<file path="src/rtl/alu_pkg.sv">
// Shared encodings for alu_exec_unit: ALUOp, funct fields, ALU control and MDU state.
// ALU_DIV_EN adds the DIV state to the MDU state enum.
package alu_pkg;

    typedef enum logic [1:0] {
        ALUOP_ADD   = 2'b00,
        ALUOP_SUB   = 2'b01,
        ALUOP_FUNCT = 2'b10,
        ALUOP_SLT   = 2'b11
    } aluop_e;

    localparam logic [5:0] F_SLL   = 6'b000000;
    localparam logic [5:0] F_SRL   = 6'b000010;
    localparam logic [5:0] F_SRA   = 6'b000011;
    localparam logic [5:0] F_MFHI  = 6'b010000;
    localparam logic [5:0] F_MFLO  = 6'b010010;
    localparam logic [5:0] F_MULT  = 6'b011000;
    localparam logic [5:0] F_MULTU = 6'b011001;
    localparam logic [5:0] F_DIV   = 6'b011010;
    localparam logic [5:0] F_DIVU  = 6'b011011;
    localparam logic [5:0] F_ADD   = 6'b100000;
    localparam logic [5:0] F_SUB   = 6'b100010;
    localparam logic [5:0] F_AND   = 6'b100100;
    localparam logic [5:0] F_OR    = 6'b100101;
    localparam logic [5:0] F_XOR   = 6'b100110;
    localparam logic [5:0] F_NOR   = 6'b100111;
    localparam logic [5:0] F_SLT   = 6'b101010;
    localparam logic [5:0] F_SLTU  = 6'b101011;

    typedef enum logic [3:0] {
        CTL_ADD, CTL_SUB, CTL_AND, CTL_OR, CTL_XOR, CTL_NOR,
        CTL_SLT, CTL_SLTU, CTL_SLL, CTL_SRL, CTL_SRA,
        CTL_MDU, CTL_MFHI, CTL_MFLO, CTL_NONE
    } alu_ctrl_e;

    typedef enum logic [1:0] {
        MDU_MULT, MDU_MULTU, MDU_DIV, MDU_DIVU
    } mdu_op_e;

`ifdef ALU_DIV_EN
    typedef enum logic [1:0] {ST_IDLE, ST_MUL, ST_DIV, ST_FIX} mdu_state_e;
`else
    typedef enum logic [1:0] {ST_IDLE, ST_MUL, ST_FIX} mdu_state_e;
`endif

endpackage

</file>
<file path="src/rtl/mdu_seq.sv">
// Iterative multiply/divide sequencer with HI/LO registers, one bit per cycle.
// ALU_DIV_EN enables the restoring divider and the DIV state.
module mdu_seq
    import alu_pkg::*;
#(
    parameter int WIDTH = 32
) (
    input  logic             clk,
    input  logic             reset,
    input  logic             start,
    input  mdu_op_e          op,
    input  logic [WIDTH-1:0] a,
    input  logic [WIDTH-1:0] b,
    output logic             busy,
    output logic [WIDTH-1:0] hi,
    output logic [WIDTH-1:0] lo
);

    localparam int SHW = $clog2(WIDTH);

    mdu_state_e         state_q, state_d;
    logic [SHW-1:0]     cnt_q, cnt_d;
    logic [WIDTH-1:0]   mcand_q, mcand_d;
    logic [2*WIDTH-1:0] acc_q, acc_d;
    logic               neg_lo_q, neg_lo_d;
    logic [WIDTH-1:0]   hi_q, hi_d;
    logic [WIDTH-1:0]   lo_q, lo_d;
`ifdef ALU_DIV_EN
    logic               neg_hi_q, neg_hi_d;
    logic               is_div_q, is_div_d;
    logic               div0_q, div0_d;
    logic [WIDTH:0]     div_shift;
    logic               div_ge;
    logic [WIDTH-1:0]   div_rem;
    logic [WIDTH-1:0]   fix_q, fix_r;
`endif

    logic               sgn;
    logic [WIDTH-1:0]   mag_a, mag_b;
    logic [WIDTH:0]     mul_sum;
    logic [2*WIDTH-1:0] prod;

    always_comb begin
        state_d  = state_q;
        cnt_d    = cnt_q;
        mcand_d  = mcand_q;
        acc_d    = acc_q;
        neg_lo_d = neg_lo_q;
        hi_d     = hi_q;
        lo_d     = lo_q;

        sgn   = (op == MDU_MULT) || (op == MDU_DIV);
        mag_a = (sgn && a[WIDTH-1]) ? -a : a;
        mag_b = (sgn && b[WIDTH-1]) ? -b : b;

        // Shift-add: add multiplicand into the upper half when LSB set, then shift right.
        mul_sum = {1'b0, acc_q[2*WIDTH-1:WIDTH]} + {1'b0, (acc_q[0] ? mcand_q : '0)};
        prod    = neg_lo_q ? -acc_q : acc_q;

`ifdef ALU_DIV_EN
        neg_hi_d  = neg_hi_q;
        is_div_d  = is_div_q;
        div0_d    = div0_q;
        div_shift = {acc_q[2*WIDTH-1:WIDTH], acc_q[WIDTH-1]};
        div_ge    = div_shift >= {1'b0, mcand_q};
        div_rem   = div_ge ? WIDTH'(div_shift - {1'b0, mcand_q}) : div_shift[WIDTH-1:0];
        fix_q     = neg_lo_q ? -acc_q[WIDTH-1:0] : acc_q[WIDTH-1:0];
        fix_r     = neg_hi_q ? -acc_q[2*WIDTH-1:WIDTH] : acc_q[2*WIDTH-1:WIDTH];
`endif

        case (state_q)
            ST_IDLE: begin
                if (start) begin
                    cnt_d = '0;
`ifdef ALU_DIV_EN
                    if ((op == MDU_DIV) || (op == MDU_DIVU)) begin
                        acc_d    = {{WIDTH{1'b0}}, mag_a};
                        mcand_d  = mag_b;
                        neg_lo_d = sgn && (a[WIDTH-1] ^ b[WIDTH-1]);
                        neg_hi_d = sgn && a[WIDTH-1];
                        div0_d   = (b == '0);
                        is_div_d = 1'b1;
                        state_d  = ST_DIV;
                    end else begin
                        acc_d    = {{WIDTH{1'b0}}, mag_b};
                        mcand_d  = mag_a;
                        neg_lo_d = sgn && (a[WIDTH-1] ^ b[WIDTH-1]);
                        is_div_d = 1'b0;
                        state_d  = ST_MUL;
                    end
`else
                    acc_d    = {{WIDTH{1'b0}}, mag_b};
                    mcand_d  = mag_a;
                    neg_lo_d = sgn && (a[WIDTH-1] ^ b[WIDTH-1]);
                    state_d  = ST_MUL;
`endif
                end
            end
            ST_MUL: begin
                acc_d = {mul_sum, acc_q[WIDTH-1:1]};
                cnt_d = cnt_q + 1'b1;
                if (cnt_q == SHW'(WIDTH - 1)) state_d = ST_FIX;
            end
`ifdef ALU_DIV_EN
            ST_DIV: begin
                acc_d = {div_rem, acc_q[WIDTH-2:0], div_ge};
                cnt_d = cnt_q + 1'b1;
                if (cnt_q == SHW'(WIDTH - 1)) state_d = ST_FIX;
            end
`endif
            ST_FIX: begin
`ifdef ALU_DIV_EN
                if (is_div_q) begin
                    lo_d = div0_q ? '1 : fix_q;
                    hi_d = fix_r;
                end else begin
                    {hi_d, lo_d} = prod;
                end
`else
                {hi_d, lo_d} = prod;
`endif
                cnt_d   = '0;
                state_d = ST_IDLE;
            end
            default: state_d = ST_IDLE;
        endcase
    end

    always_ff @(posedge clk) begin
        if (reset) begin
            state_q  <= ST_IDLE;
            cnt_q    <= '0;
            mcand_q  <= '0;
            acc_q    <= '0;
            neg_lo_q <= 1'b0;
            hi_q     <= '0;
            lo_q     <= '0;
`ifdef ALU_DIV_EN
            neg_hi_q <= 1'b0;
            is_div_q <= 1'b0;
            div0_q   <= 1'b0;
`endif
        end else begin
            state_q  <= state_d;
            cnt_q    <= cnt_d;
            mcand_q  <= mcand_d;
            acc_q    <= acc_d;
            neg_lo_q <= neg_lo_d;
            hi_q     <= hi_d;
            lo_q     <= lo_d;
`ifdef ALU_DIV_EN
            neg_hi_q <= neg_hi_d;
            is_div_q <= is_div_d;
            div0_q   <= div0_d;
`endif
        end
    end

    assign busy = (state_q != ST_IDLE);
    assign hi   = hi_q;
    assign lo   = lo_q;

endmodule

</file>
<file path="src/rtl/alu_exec_unit.sv">
// Execute-stage ALU: ALUOp/funct decode, single-cycle ALU, HI/LO stall logic, MDU.
// ALU_DIV_EN enables div/divu decode and the divider inside mdu_seq.
module alu_exec_unit
    import alu_pkg::*;
#(
    parameter  int WIDTH = 32,
    localparam int SHW   = $clog2(WIDTH)
) (
    input  logic             clk,
    input  logic             reset,
    input  logic             valid_in,
    input  logic [1:0]       ALUOp,
    input  logic [5:0]       funct,
    input  logic [SHW-1:0]   shamt,
    input  logic [WIDTH-1:0] srcA,
    input  logic [WIDTH-1:0] srcB,
    output logic [WIDTH-1:0] result,
    output logic             zero,
    output logic             result_valid,
    output logic             stall,
    output logic             illegal,
    output logic             busy
);

    alu_ctrl_e        ctrl;
    mdu_op_e          mdu_op;
    logic             ill_dec;
    logic             is_hilo;
    logic             mdu_busy;
    logic             mdu_start;
    logic [WIDTH-1:0] mdu_hi, mdu_lo;
    logic [WIDTH-1:0] alu_res;

    always_comb begin
        ctrl    = CTL_NONE;
        mdu_op  = MDU_MULT;
        ill_dec = 1'b0;
        case (aluop_e'(ALUOp))
            ALUOP_ADD: ctrl = CTL_ADD;
            ALUOP_SUB: ctrl = CTL_SUB;
            ALUOP_SLT: ctrl = CTL_SLT;
            ALUOP_FUNCT: begin
                case (funct)
                    F_ADD:   ctrl = CTL_ADD;
                    F_SUB:   ctrl = CTL_SUB;
                    F_AND:   ctrl = CTL_AND;
                    F_OR:    ctrl = CTL_OR;
                    F_XOR:   ctrl = CTL_XOR;
                    F_NOR:   ctrl = CTL_NOR;
                    F_SLT:   ctrl = CTL_SLT;
                    F_SLTU:  ctrl = CTL_SLTU;
                    F_SLL:   ctrl = CTL_SLL;
                    F_SRL:   ctrl = CTL_SRL;
                    F_SRA:   ctrl = CTL_SRA;
                    F_MFHI:  ctrl = CTL_MFHI;
                    F_MFLO:  ctrl = CTL_MFLO;
                    F_MULT:  begin ctrl = CTL_MDU; mdu_op = MDU_MULT;  end
                    F_MULTU: begin ctrl = CTL_MDU; mdu_op = MDU_MULTU; end
`ifdef ALU_DIV_EN
                    F_DIV:   begin ctrl = CTL_MDU; mdu_op = MDU_DIV;   end
                    F_DIVU:  begin ctrl = CTL_MDU; mdu_op = MDU_DIVU;  end
`endif
                    default: ill_dec = 1'b1;
                endcase
            end
            default: ill_dec = 1'b1;
        endcase
    end

    assign is_hilo = (ctrl == CTL_MDU) || (ctrl == CTL_MFHI) || (ctrl == CTL_MFLO);

    always_comb begin
        alu_res = '0;
        case (ctrl)
            CTL_ADD:  alu_res = srcA + srcB;
            CTL_SUB:  alu_res = srcA - srcB;
            CTL_AND:  alu_res = srcA & srcB;
            CTL_OR:   alu_res = srcA | srcB;
            CTL_XOR:  alu_res = srcA ^ srcB;
            CTL_NOR:  alu_res = ~(srcA | srcB);
            CTL_SLT:  alu_res = {{(WIDTH-1){1'b0}}, ($signed(srcA) < $signed(srcB))};
            CTL_SLTU: alu_res = {{(WIDTH-1){1'b0}}, (srcA < srcB)};
            CTL_SLL:  alu_res = srcB << shamt;
            CTL_SRL:  alu_res = srcB >> shamt;
            CTL_SRA:  alu_res = $signed(srcB) >>> shamt;
            CTL_MFHI: alu_res = mdu_hi;
            CTL_MFLO: alu_res = mdu_lo;
            default:  alu_res = '0;
        endcase
    end

    // Non-HI/LO instructions keep issuing while the MDU iterates.
    assign mdu_start    = valid_in & ~reset & ~mdu_busy & (ctrl == CTL_MDU);
    assign busy         = mdu_busy & ~reset;
    assign stall        = valid_in & busy & is_hilo;
    assign illegal      = valid_in & ill_dec & ~reset;
    assign result_valid = valid_in & ~stall & ~illegal & ~reset;
    assign result       = alu_res;
    assign zero         = (alu_res == '0);

    mdu_seq #(
        .WIDTH(WIDTH)
    ) u_mdu (
        .clk  (clk),
        .reset(reset),
        .start(mdu_start),
        .op   (mdu_op),
        .a    (srcA),
        .b    (srcB),
        .busy (mdu_busy),
        .hi   (mdu_hi),
        .lo   (mdu_lo)
    );

endmodule

</file>
<file path="config.mk">
export PLATFORM = sky130hd
export DESIGN_NAME = alu_exec_unit
export DESIGN_NICKNAME = d
export VERILOG_FILES = /design/src/rtl/alu_pkg.sv /design/src/rtl/mdu_seq.sv /design/src/rtl/alu_exec_unit.sv
export SDC_FILE = /design/constraint.sdc
export NUM_CORES = 1
export LEC_CHECK = 0
export BUFFER_PORTS_ARGS = -buffer_cell sky130_fd_sc_hd__buf_2
export CAP_MARGIN = 20
export CORE_MARGIN = 2
export CORE_UTILIZATION = 40
export DETAILED_ROUTE_END_ITERATION = 10
export SYNTH_ARGS = -nofsm -noshare
export SYNTH_HDL_FRONTEND = slang
export SYNTH_SLANG_ARGS = --single-unit
export TNS_END_PERCENT = 1
</file>
<file path="constraint.sdc">
create_clock -name clk -period 11.4 [get_ports clk]
set_clock_uncertainty 0.1 [all_clocks]
set_input_delay 1.14 -clock clk [delete_from_list [all_inputs] [get_ports clk]]
set_output_delay 1.14 -clock clk [all_outputs]
set_load 0.01 [all_outputs]
</file>
==> results by group <==
Run status
  • Status: finished, final reports clean

Setup path
  • Critical Path Source: shamt[1]
  • Worst path most repeated cell: or4_1
  • Worst setup path category: in -> out
  • Largest delay contributor family on the critical path: simple AND/OR/NAND/NOR gates
  • Worst EP arrival: 7090 ps
  • Worst path bufs/invs: 3
  • CP max FO: between 60 and 70
  • Critical-path top delay cell: buf_4
  • Crit path capture type: primary output
  • Critical Path RT: about 10000 ps
  • Crit-path cells: buf_4 -> buf_4 -> mux4_2 -> mux2i_1 -> mux2i_1 -> nand4_1 -> o2111ai_1 -> or4_1 -> nor4_1 -> nand4b_1 -> or4_1 -> or4_1 -> or4_1 -> nor4_2 -> buf_2
  • Crit-path max cell delay: approximately 650 ps
  • CP Launch Type: input pin
  • Worst r2r src: u_mdu.acc_q[6]

Clock tree
  • Post_cts resized: 0
  • Clock Sinks: between 150 and 200
  • Clock transition at path regs: roughly 70 ps
  • Worst-Skew Late Latency: between 400 and 500 ps
  • Hold_buf cts: 0
  • H-tree levels: 4
  • CTS max path bufs: 2
  • TritonCTS buffer count: 17
  • CTS tree: done
  • CTS root buffer: clkbuf_16
  • Post-CTS Setup Inserts: 0

Synthesis
  • Mapped Area: 21600 sq um
  • Cell taking the most area after synthesis: dfxtp_1
  • Post-Syn Nets: between 3000 and 4000
  • Register area share after synthesis: between 10% and 20%
  • Top_reg_cell synth: dfxtp_1
  • Post-Synthesis Cells: between 2000 and 3000
  • Register bit total from synthesis: 168
  • Post-synth EDFFs: 0
  • Asr flop ratio synth: 0%
  • Syn_area_per_cell: around 7.4 sq um
  • Yosys cell types: 95
  • Synth warnings: 0
  • Yosys top cell area share: roughly 16%
  • Leading cell types by total area after synthesis: dfxtp_1, ha_1, mux4_2

Timing
  • Hold_ws: between 300 and 400 ps
  • Rel. slew slack: 19.1%
  • RSZ-0062 raised after global routing: no
  • Final critical-path share of the clock period: between 70% and 80%
  • Worst-Margin Slew: about 1200 ps
  • Fin. max-slew vios: 0
  • Post-layout min period: approximately 8300 ps
  • Final setup vio count: 0
  • Fin Setup TNS: 0 ps
  • Hold Vio Cnt, Final: 0
  • Max Fclk: between 0.1 and 0.15 GHz

Routing
  • Wirelength, routed: ~110000 um
  • Number of detailed-route iterations in the first pass: 8
  • Routed vias: between 20000 and 25000
  • Max Used Layer: met5
  • Vias/cell: 6.74
  • WL per Instance: 29.5 um
  • DRC: 0
  • ANT nets after route: 0
  • Met3 WL: roughly 12000 um
  • M1 wire length: approximately 44000 um
  • Met2 WL: 43300 um
  • Initial DRC Count: ~3400

Hold path
  • Min-Delay Startpoint: u_mdu.cnt_q[4]
  • Hold WC Path Type: reg -> reg

Power
  • Final Total Pwr: 0.00193 W
  • Leakage power: between 8 and 9 nW
  • Worst VDD drop: around 0.00011 V
  • Pwr dens: around 84 nW/um^2

Flow run
  • Max Cap Viol: 0

Final layout
  • Nets: 3070
  • Layout area overhead: 6.51%
  • Share of layout cells above drive strength 1: between 10% and 20%
  • Most frequent cells in the layout: nor2_1, nand2_1, a21oi_1
  • Most common cell after layout, fill and taps aside: nor2_1
  • Post-layout instance count excluding filler cells: about 3600
  • Fin util: between 40% and 50%

Placed design
  • GP Congestion: around 1.1
  • I/O Buffers: ~120
  • Post-DP HPWL: 81000 um
  • Placed Cells: roughly 3500

Global route
  • Vias in the first global route: ~22000
  • Total GRT Usage: ~36%
  • Grt ovf: 0
  • First-pass GRT wire length: 152000 um
  • Largest net degree at the start of global routing: 87
  • Initial antenna violation count: 16

Die
  • Row cnt: 85
  • Core Box Area: around 54000 sq um
  • Chip height: ~240 um
  • Ports: between 100 and 150
  • Starting Density: 40.3%
  • DIE AREA: around 56000 sq um
  • Die X: 236 um
==> metal layers <==
metal / GRT usage, % / vias to the layer above
li1: - / 10700
met1: 49.3 / 11700
met2: 52.2 / 1419
met3: 10.4 / 266
met4: 18.1 / 8
met5: 0 / -
==> metrics by stage <==
step | setup slack [ps] | instance area [sq um]
after detailed placement | 3320 | 22400
after global routing | 2970 | 23000
after floorplan | 4720 | 21600
final | 3070 | 23000
after CTS | 3310 | 23000
after global placement | 3350 | 22400
==> power breakdown <==
group          total (W)  internal, W  leakage, nW  switching (W)
Combinational   0.000733     0.000236         7.26       0.000498
Sequential      0.000587     0.000587         1.35    0.000000240
Clock           0.000611     0.000333        0.300       0.000279
Total            0.00193      0.00116         8.92       0.000776
==> synthesized netlist by cell type (28+ instances only) <==
cell	count
mux2_2	29
nand2_1	270
o21ai_0	202
nand2b_1	29
ha_1	136
nor2_1	287
dfxtp_1	168
nor4_1	37
o31ai_1	43
xnor2_1	92
nand3_1	45
mux4_2	59
nand3b_1	37
xor2_1	66
clkbuf_1	166
nor3_1	54
a31oi_1	36
a21oi_1	206
buf_2	43
and2_1	44
mux2i_1	90
inv_1	123
o211ai_1	48
a211oi_1	104
a22oi_1	28
==> cell families after synthesis <==
| kind of cell | Yosys count | synth area share, % |
|---|---|---|
| flops | 168 | 15.6 |
| fa+ha+maj | 139 | 8.16 |
| xor+xnor | 158 | 6.41 |
| buf+inv | 370 | 7.17 |
| mux | 180 | 12.0 |
| simple gates | 958 | 21.5 |
| compound gates | 944 | 29.2 |
==> tightest hold or removal path, stage by stage (launching register included) <==
cell and delay [ps]:
dfxtp_1 310, nand2_1 50, a21oi_1 50
==> area by class of cell <==
type / count / area [sq um]
Clock buffer: 17 / 425
Clock inverter: 15 / 178
Antenna cell: 7 / 17.5
Fill cell: 5601 / 30600
Sequential cell: 168 / 3360
Multi-Input combinational cell: 2379 / 16800
Timing Repair Buffer: 159 / 908
Tap cell: 696 / 871
Inverter: 126 / 473
==> path summary, 6_finish.rpt <==
| path | to | cells after the start | slack (ps) |
|---|---|---|---|
| hold reg to reg | u_mdu.cnt_q[4] | 2 | 360 |
| setup reg to reg | u_mdu.hi[27] | 10 | 6580 |
| setup / recovery | zero | 15 | 3070 |
| hold / removal | u_mdu.cnt_q[4] | 2 | 360 |
==> state kept, by name, summed over array words and instances (netlist names) <==
name            cells
u_mdu.state_q       2
u_mdu.hi           32
u_mdu.acc_q        64
u_mdu.neg_lo_q      1
u_mdu.cnt_q         5
u_mdu.lo           32
u_mdu.mcand_q      32
Note: power is estimated with default switching activity, not from simulation.
